==> src/rtl/wrs_pkg.sv <==
// wrs_pkg: shared widths and state encoding for the result write scheduler
package wrs_pkg;
    localparam int DW_DEF = 25;
    localparam int IW_DEF = 10;
    typedef enum logic [1:0] {
        IDLE  = 2'd0,
        RUN   = 2'd1,
        DRAIN = 2'd2,
        DONE  = 2'd3
    } state_t;
endpackage

==> src/rtl/wrs_fifo.sv <==
// wrs_fifo: synchronous FIFO with combinational head read; push when full and pop when empty are ignored
module wrs_fifo #(
    parameter int WIDTH = 25,
    parameter int DEPTH = 8
) (
    input  logic             clk,
    input  logic             rst,
    input  logic             push,
    input  logic             pop,
    input  logic [WIDTH-1:0] din,
    output logic [WIDTH-1:0] dout,
    output logic             full,
    output logic             empty
);
    localparam int AW = $clog2(DEPTH);
    logic [WIDTH-1:0] mem [DEPTH];
    logic [AW:0] wptr, rptr;
    logic do_push, do_pop;
    assign do_push = push && !full;
    assign do_pop  = pop && !empty;
    assign empty = wptr == rptr;
    assign full  = (wptr[AW] != rptr[AW]) && (wptr[AW-1:0] == rptr[AW-1:0]);
    assign dout  = mem[rptr[AW-1:0]];
    // storage write at the tail
    always_ff @(posedge clk) begin
        if (do_push) mem[wptr[AW-1:0]] <= din;
    end
    // head and tail pointers, extra msb distinguishes full from empty
    always_ff @(posedge clk) begin
        if (rst) begin
            wptr <= '0;
            rptr <= '0;
        end else begin
            if (do_push) wptr <= wptr + 1'b1;
            if (do_pop) rptr <= rptr + 1'b1;
        end
    end
endmodule

==> src/rtl/result_write_scheduler.sv <==
// result_write_scheduler: round-robin result collection into a FIFO feeding indexed file writes; RESULT_WRITE_SCHEDULER_STATS_EN adds per-requester accept counters
module result_write_scheduler
    import wrs_pkg::*;
#(
    parameter int NREQ       = 4,
    parameter int DW         = DW_DEF,
    parameter int IW         = IW_DEF,
    parameter int FIFO_DEPTH = 8,
    parameter int LAST_INDEX = 1023
) (
    input  logic                 clk,
    input  logic                 rst,
    input  logic                 start,
    input  logic [NREQ-1:0]      req_valid,
    input  logic [NREQ*DW-1:0]   req_data,
    output logic [NREQ-1:0]      req_ready,
`ifdef RESULT_WRITE_SCHEDULER_STATS_EN
    output logic [NREQ*IW-1:0]   stat_cnt,
`endif
    output logic                 write_file,
    output logic [IW-1:0]        file_index,
    output logic [DW-1:0]        data_out,
    output logic                 busy,
    output logic                 done
);
    localparam int RW = NREQ > 1 ? $clog2(NREQ) : 1;
    state_t state, state_nx;
    logic [RW-1:0] rr_ptr, gnt_idx, rr_nx;
    logic [IW:0] acc_cnt;
    logic [IW-1:0] wr_cnt;
    logic found, accept, can_accept, start_run, pop, full, empty;
    logic [DW-1:0] fifo_dout;
    assign start_run  = start && (state == IDLE || state == DONE);
    assign can_accept = state == RUN && !full;
    assign accept     = found;
    assign pop        = !empty;
    assign busy       = state == RUN || state == DRAIN;
    assign done       = state == DONE;
    assign rr_nx      = (int'(gnt_idx) == NREQ - 1) ? '0 : gnt_idx + 1'b1;
    // round-robin search starting at rr_ptr; one-hot ready for the first valid requester
    always_comb begin
        found = 1'b0;
        gnt_idx = '0;
        for (int k = 0; k < NREQ; k++) begin
            if (!found && can_accept && req_valid[(int'(rr_ptr) + k) % NREQ]) begin
                found = 1'b1;
                gnt_idx = RW'((int'(rr_ptr) + k) % NREQ);
            end
        end
        req_ready = '0;
        req_ready[gnt_idx] = found;
    end
    wrs_fifo #(.WIDTH(DW), .DEPTH(FIFO_DEPTH)) u_fifo (
        .clk(clk), .rst(rst), .push(accept), .pop(pop),
        .din(req_data[int'(gnt_idx)*DW +: DW]), .dout(fifo_dout), .full(full), .empty(empty)
    );
    // run sequencing: leave RUN on the final accept, leave DRAIN once the final index was written
    always_comb begin
        state_nx = state;
        case (state)
            IDLE, DONE: if (start) state_nx = RUN;
            RUN:        if (accept && acc_cnt == (IW+1)'(LAST_INDEX)) state_nx = DRAIN;
            DRAIN:      if (write_file && file_index == IW'(LAST_INDEX)) state_nx = DONE;
            default:    state_nx = IDLE;
        endcase
    end
    // state register
    always_ff @(posedge clk) begin
        if (rst) state <= IDLE;
        else state <= state_nx;
    end
    // accept counter and round-robin pointer, cleared at the start of each run
    always_ff @(posedge clk) begin
        if (rst || start_run) begin
            acc_cnt <= '0;
            rr_ptr  <= '0;
        end else if (accept) begin
            acc_cnt <= acc_cnt + 1'b1;
            rr_ptr  <= rr_nx;
        end
    end
    // writer: pop the head every cycle the FIFO holds data and tag it with the next index
    always_ff @(posedge clk) begin
        if (rst) begin
            write_file <= 1'b0;
            file_index <= '0;
            data_out   <= '0;
            wr_cnt     <= '0;
        end else begin
            write_file <= pop;
            if (pop) begin
                data_out   <= fifo_dout;
                file_index <= wr_cnt;
                wr_cnt     <= wr_cnt + 1'b1;
            end
            if (start_run) wr_cnt <= '0;
        end
    end
`ifdef RESULT_WRITE_SCHEDULER_STATS_EN
    logic [NREQ-1:0][IW-1:0] stat_q;
    assign stat_cnt = stat_q;
    // per-requester accept counters, saturating at all-ones
    always_ff @(posedge clk) begin
        if (rst || start_run) stat_q <= '0;
        else if (accept && stat_q[gnt_idx] != '1) stat_q[gnt_idx] <= stat_q[gnt_idx] + 1'b1;
    end
`endif
endmodule
==> config.mk <==
export PLATFORM = sky130hd
export DESIGN_NAME = result_write_scheduler
export DESIGN_NICKNAME = d
export VERILOG_FILES = /design/src/rtl/wrs_pkg.sv /design/src/rtl/wrs_fifo.sv /design/src/rtl/result_write_scheduler.sv
export SDC_FILE = /design/constraint.sdc
export NUM_CORES = 1
export LEC_CHECK = 0
export BUFFER_PORTS_ARGS = -buffer_cell sky130_fd_sc_hd__buf_2
export CAP_MARGIN = 20
export CORE_ASPECT_RATIO = 0.6
export CORE_MARGIN = 4
export CORE_UTILIZATION = 52
export CTS_CLUSTER_SIZE = 12
export DETAILED_ROUTE_END_ITERATION = 10
export PLACE_DENSITY = 0.85
export SYNTH_ARGS = -nofsm -noshare
export SYNTH_HDL_FRONTEND = slang
export SYNTH_SLANG_ARGS = --single-unit
==> constraint.sdc <==
create_clock -name clk -period 4.5 [get_ports clk]
set_clock_uncertainty 0.15 [all_clocks]
set_input_delay 0 -clock clk [delete_from_list [all_inputs] [get_ports clk]]
set_output_delay 0 -clock clk [all_outputs]
set_load 0.01 [all_outputs]
# Word level (Yosys, flattened, before mapping)
# Memories as Yosys holds them, arrays and structs flattened. A register that Yosys moved wholly into a read port is not among the register bits.
# Index checks and enable logic that the tools add are counted.
# W data, S select, Z words.
[word_totals]
ff_bits = 44
ramBits = 200
in_bits = 107
word_cells = 99
n_memories = 1
[memory_table]
columns = ["name", "words", "width", "rd", "rd_ports_with_merged_regs", "wr", "line_no", "text"]
rows = [
  ["u_fifo.mem", 8, 25, 1, 1, 1, "wrs_fifo.sv:16", "logic [WIDTH-1:0] mem [DEPTH];"],
]
[op_classes]
addsub = 8
multipliers = 1
magnitude_cmp = 6
n_eq_ne = 12
shift = 1
mux = 28
bitwise_logic = 4
n_reduce_logical = 30
[op_table]
columns = ["op", "n"]
rows = [
  ["$shiftx A100 B8 Y25", 1],
  ["$mux W2", 8],
  ["$logic_and A1 B1 Y1", 14],
  ["$mux W1", 14],
  ["$lt A3 B4 Y1 const B", 3],
  ["$add A11 B1 Y11 const B", 1],
  ["$eq A11 B10 Y1 const B", 1],
  ["$add A10 B1 Y10 const B", 1],
  ["$eq A10 B10 Y1 const B", 1],
  ["$reduce_or A2 Y1", 5],
  ["$add A4 B1 Y4 const B", 2],
  ["$bmux W1 S2", 4],
  ["$mul A2 B5 Y7 const B", 1],
  ["$logic_not A1 Y1", 6],
  ["$lt A2 B3 Y1 const B", 2],
  ["$pmux W2 S3", 1],
  ["$add A2 B1 Y2 const B", 2],
  ["$add A2 B2 Y2 const B", 2],
  ["$and A4 B4 Y4", 1],
  ["$eq A2 B1 Y1 const B", 2],
  ["$eq A2 B2 Y1 const B", 2],
  ["$eq A4 B4 Y1", 1],
  ["$ne A2 B1 Y1 const B", 2],
  ["$and A1 B1 Y1 const A", 3],
  ["other kinds (8)", 10],
]

# Depth between registers and ports, before layout
[logic_depth]
depth_word = 23
ltp_mapped = 8
depth_no_buf = 7

# Hierarchy
# A second synthesis with hierarchy kept.
[unflattened]
cells_unflattened = 754
hier_area_um2 = 11736.3
[by_module_without_submodules]
columns = ["module", "n_inst", "cells_each", "area_each_um2", "seq_area_each_um2"]
rows = [
  ["wrs_fifo", 1, 375, 8242.9, 6226.0],
  ["result_write_scheduler", 1, 379, 3493.4, 1221.2],
]

# Least setup slack after synthesis
# No wires, ideal clock.
[synth_timing]
path_kind = "reg2reg"
from = "register u_fifo.rptr[0]"
to = "memory u_fifo.mem[0][0], enable pin"
setup_ns = 0.470
arrival_time_ns = 3.741
required_time_ns = 3.880
setup_slack_ns = 0.138
stages_incl_launch_ff = 7
n_path_buf = 2
path_cell_list = "dfxtp_1 -> buf_2 -> xor2_2 -> o41ai_4 -> or2_2 -> buf_2 -> nor4_1"
[synth_via]
elab_chain_len = 21
[synth_lines]
columns = ["item", "line_no", "text"]
rows = [
  ["start: declaration", "wrs_fifo.sv:17", "logic [AW:0] wptr, rptr;"],
  ["start signal: assignment", "wrs_fifo.sv:35", "if (do_pop) rptr <= rptr + 1'b1;"],
  ["$eq A3 B3 Y1 *", "wrs_fifo.sv:22", "assign full = (wptr[AW] != rptr[AW]) && (wptr[AW-1:0] == rptr[AW-1:0]);"],
  ["$logic_and A1 B1 Y1 *", "wrs_fifo.sv:22", ""],
  ["$logic_not A1 Y1 *", "wrs_fifo.sv:19, result_write_scheduler.sv:34", ""],
  ["$logic_and A1 B1 Y1", "result_write_scheduler.sv:34", "assign can_accept = state == RUN && !full;"],
  ["$logic_and A1 B1 Y1", "result_write_scheduler.sv:45", "if (!found && can_accept && req_valid[(int'(rr_ptr) + k) % NREQ]) begin"],
  ["$mux W1", "result_write_scheduler.sv:45", ""],
  ["$logic_not A1 Y1", "result_write_scheduler.sv:45", ""],
  ["$logic_and A1 B1 Y1 (2 in series)", "result_write_scheduler.sv:45", ""],
  ["[... 2 more ...]", "n/a", ""],
  ["$logic_and A1 B1 Y1 (2 in series)", "result_write_scheduler.sv:45", ""],
  ["$mux W1", "result_write_scheduler.sv:45", ""],
  ["$logic_not A1 Y1", "result_write_scheduler.sv:45", ""],
  ["$logic_and A1 B1 Y1 (2 in series)", "result_write_scheduler.sv:45", ""],
  ["$mux W1", "result_write_scheduler.sv:45", ""],
  ["$logic_and A1 B1 Y1 *", "wrs_fifo.sv:19", "assign do_push = push && !full;"],
  ["$mux W1 *", "wrs_fifo.sv:26", "if (do_push) mem[wptr[AW-1:0]] <= din;"],
  ["$mux W1 (not written as such) *", "wrs_fifo.sv:26", ""],
  ["end: declaration", "wrs_fifo.sv:16", ""],
]
# Every way passes the cells marked *; elsewhere a longest branch is shown, timed or not.

# Worst setup path in the final report
[layout_timing]
from = "register u_fifo.wptr[2]"
to = "memory u_fifo.mem[2][6] (data pin)"
[layout_via]
elab_chain_len = 20
[layout_lines]
columns = ["item", "line_no", "text"]
rows = [
  ["start: declaration", "wrs_fifo.sv:17", ""],
  ["start signal: assignment", "wrs_fifo.sv:34", "if (do_push) wptr <= wptr + 1'b1;"],
  ["$eq A3 B3 Y1 *", "wrs_fifo.sv:22", ""],
  ["$logic_and A1 B1 Y1 *", "wrs_fifo.sv:22", ""],
  ["$logic_not A1 Y1 *", "result_write_scheduler.sv:34", ""],
  ["$logic_and A1 B1 Y1 *", "result_write_scheduler.sv:34", ""],
  ["$logic_and A1 B1 Y1", "result_write_scheduler.sv:45", ""],
  ["$mux W1", "result_write_scheduler.sv:45", ""],
  ["$logic_not A1 Y1", "result_write_scheduler.sv:45", ""],
  ["$logic_and A1 B1 Y1 (2 in series)", "result_write_scheduler.sv:45", ""],
  ["[... 2 more ...]", "n/a", ""],
  ["$logic_and A1 B1 Y1 (2 in series)", "result_write_scheduler.sv:45", ""],
  ["$mux W1", "result_write_scheduler.sv:45", ""],
  ["$logic_not A1 Y1", "result_write_scheduler.sv:45", ""],
  ["$logic_and A1 B1 Y1 (2 in series)", "result_write_scheduler.sv:45", ""],
  ["$mux W2 *", "result_write_scheduler.sv:45", ""],
  ["$mul A2 B5 Y7 *", "result_write_scheduler.sv:55", ".din(req_data[int'(gnt_idx)*DW +: DW]), .dout(fifo_dout), .full(full), .empty(empty)"],
  ["$shiftx A100 B8 Y25 *", "result_write_scheduler.sv:55", ""],
  ["net u_fifo.din[6]", "wrs_fifo.sv:10", "input logic [WIDTH-1:0] din,"],
]
# The timed path passes the listed nets; every way through them passes the cells marked *.

==> flow_summary.yaml <==
cells_and_area:
  commonest_non_fill_non_tap_cell_in_the_layout: "sky130_fd_sc_hd__edfxtp_1"
  synthToLayoutAreaGrowth_pct: 20.7
  final_core_util_pct: 64.2
  multiInputGateArea_sq_mm: 0.00359
  nFillCells: 1478
  layout-drive-gt1-share_pct: 26.5
  finish.net_count: 1099
  layout.area.seq_sq_mm: 0.00739
  num_antenna_cells: 0
  final_cell_mix: "sky130_fd_sc_hd__edfxtp_1, sky130_fd_sc_hd__buf_2, sky130_fd_sc_hd__nand2_1"
timing:
  setup-tns-final_ns: 0
  final_hold_viol_count: 0
  relSlewSlack_pct: 29.1
  fin_crit_sh_pct: 78.4
  tightestPinTransition_ns: 1.06
  setup_ws_ns: 0.972
  finalSetupViolCount: 0
  timing.final.crit_period_ns: 3.53
  hold_slack_ns: 0.0492
  final-max-slew-violation-count: 0
  highest_clock_frequency_the_design_can_meet_mhz: 283
  unrepaired_setup_endpoints_after_global_routing: "false"
pwr:
  power.ir.vdd_worst_uv: 323
  pwr-share-comb_pct: 31.5
  p_sw_share_pct: 32.4
  cellPowerDensity_mw_per_mm2: 554
  p_int_uw: 5080
  cellLeakagePower_uw: 0.00472
  sequentialPowerShare_pct: 42.4
  power.net_switching_uw: 2440
  portion_of_total_power_attributed_to_the_clock_network_pct: 26.1
cts:
  tritoncts: "yes"
  cts_root_buf: "sky130_fd_sc_hd__clkbuf_16"
  worst_skew_pair.late_latency_ns: 0.53
  clock_pin_slew_on_the_worst_setup_and_hold_paths_ns: 0.06
  cts_made_buffers: 26
  post-cts-setup-buffers: 0
  cts_num_sinks: 269
  ctsHtreeMaxLevel: 1
  holdBufCountCts: 53
  cts_repair_resize_count: 0
  ctsLongestPathBuffers: 3
synthesis:
  number_of_storage_elements_in_the_synthesis_netlist: 269
  synth-edff-count: 200
  synth_cells: 783
  fraction_of_the_yosys_area_taken_by_sequential_cells_pct: 65.8
  post_synthesis_async_set_or_reset_flop_share_pct: 0
  synth_nets: 902
  syn_area_per_cell_sq_um: 14.3
  netlist-cell-type-count: 43
  mapped_area_sq_mm: 0.0112
  synth-warning-count: 0
  synthFlopType: "sky130_fd_sc_hd__edfxtp_1"
routing:
  routed-via-count: 7592
  drt_first_iter_violations: 683
  detail_route.drc_violations: 0
  postRouteWirelength_mm: 27.8
  drt-vias-per-instance: 5.94
  ant_nets: 0
  wl_per_cell_um: 21.7
  dr.pass1.iters: 5
worst_setup_path:
  cp_max_fo: 52
  worstPathArrival_ns: 3.60
  worstSetupEndpointType: "flip-flop"
  worst-setup-path-type: "reg -> reg"
  cp_data_required_time_ns: 4.57
  setup.worst_path.start_class: "flip-flop"
global_route:
  grt-ovfl-total: 0
  grtUsageTotal_pct: 22.8
  antenna_found_initial: 0
  grt_pass1_wl_mm: 42.6
  grt_pass1_vias: 7496
  grt_start_max_net_pins: 55
floorplanning:
  die-area_sq_mm: 0.0241
  num_rows: 41
  core_area_sq_mm: 0.0211
  die_height_um: 122
  floorplan.die.width_um: 198
  initial_core_util_pct: 53.1
  design.portCount: 149
placement:
  place.gp.congestion: 0.791
  preCtsSetupSlack_ns: 1.31
  count_of_port_buffers_added_during_placement: 148
  dp_hpwl_mm: 16.2
min_path:
  hold_path.class: "in -> reg"
status:
  status: "finished, final reports clean"
flow_run:
  maxCapViolations: 0
worst paths after layout:
path / from / end / slack (ns) / depth (start not counted)
max: u_fifo.wptr[2] / u_fifo.mem[2][6] / 0.97 / 7
min: req_data[84] / u_fifo.mem[2][9] / 0.05 / 3
max reg2reg: u_fifo.wptr[2] / u_fifo.mem[2][6] / 0.97 / 7
min reg2reg: file_index[8] / file_index[8] / 0.32 / 2
sequential cells by signal (all words and copies together), names as in the netlist:
register and cells:
u_fifo.mem 200, data_out 25, acc_cnt 11, file_index 10, wr_cnt 10, u_fifo.rptr 4
u_fifo.wptr 4, rr_ptr 2, state 2, write_file 1
worst max-delay path: stages, from the launching register on:
cell and delay (ns):
sky130_fd_sc_hd__dfxtp_1 0.59, sky130_fd_sc_hd__xor2_1 0.33, sky130_fd_sc_hd__o41ai_4 0.12, sky130_fd_sc_hd__nor3_4 0.23, sky130_fd_sc_hd__clkinv_2 0.61, sky130_fd_sc_hd__nand2_1 0.27, sky130_fd_sc_hd__a32oi_1 0.15, sky130_fd_sc_hd__dlygate4sd3_1 0.73
cell type report:
type | instances | area share, %
flip-flops and latches | 269 | 54.5
multi-input cells | 453 | 26.5
repair buffers | 222 | 10.7
clock buffers | 45 | 5.32
well taps | 279 | 2.57
inverters | 8 | 0.231
clock inverters | 2 | 0.185
Yosys cell counts, types with 5 or more instances:
cell | number | area [sq um]
sky130_fd_sc_hd__a211oi_1 | 25 | 188
sky130_fd_sc_hd__a21oi_1 | 44 | 220
sky130_fd_sc_hd__a32oi_1 | 25 | 219
sky130_fd_sc_hd__and2_1 | 5 | 31.3
sky130_fd_sc_hd__buf_2 | 16 | 80.1
sky130_fd_sc_hd__buf_4 | 5 | 37.5
sky130_fd_sc_hd__clkbuf_1 | 26 | 97.6
sky130_fd_sc_hd__dfxtp_1 | 69 | 1380
sky130_fd_sc_hd__edfxtp_1 | 200 | 6010
sky130_fd_sc_hd__ha_1 | 12 | 150
sky130_fd_sc_hd__inv_1 | 7 | 26.3
sky130_fd_sc_hd__mux2i_1 | 25 | 250
sky130_fd_sc_hd__mux4_2 | 50 | 1130
sky130_fd_sc_hd__nand2_1 | 117 | 439
sky130_fd_sc_hd__nand3_1 | 8 | 40.0
sky130_fd_sc_hd__nand4_1 | 9 | 56.3
sky130_fd_sc_hd__nor2_1 | 57 | 214
sky130_fd_sc_hd__nor3_1 | 13 | 65.1
sky130_fd_sc_hd__nor4_1 | 6 | 37.5
sky130_fd_sc_hd__xnor2_1 | 21 | 184
sky130_fd_sc_hd__xor2_1 | 6 | 52.6
power by group through the flow:
stage	sequential (uW)	combinational [uW]	clock [uW]
final	3190	2370	1960
after global routing	3200	2600	2110
after CTS	3190	2350	1980
after detailed placement	3240	2210	0
after global placement	3220	2120	0
after floorplan	3220	1560	0
logic make-up after synthesis:
logic type	count (synthesis)	share of synthesized area (%)
simple gates	230	8.90
mux	75	12.3
fa+ha+maj	12	1.34
buf+inv	61	2.60
compound gates	107	6.75
xor+xnor	29	2.40
flops	269	65.8
per-layer routing:
metal  track usage [%]  wire length (um)  up-vias  part of all wire (%)
li1                  -                 -     3364                     -
met1              33.1             11600     3750                    42
met2              37.1             13400      430                    48
met3              3.87              2270       48                   8.2
met4              4.39               491        0                   1.8
met5                 0                 0        -                     0
metrics by stage:
step / instances / power, uW / cell area, sq um
floorplan: 783 / 4780 / 11200
global placement: 1177 / 5340 / 12300
detailed placement: 1177 / 5450 / 12300
CTS: 1277 / 7520 / 13500
global route: 1278 / 7910 / 13600
finish: 1278 / 7520 / 13600
Note: power is estimated with default switching activity, not from simulation.
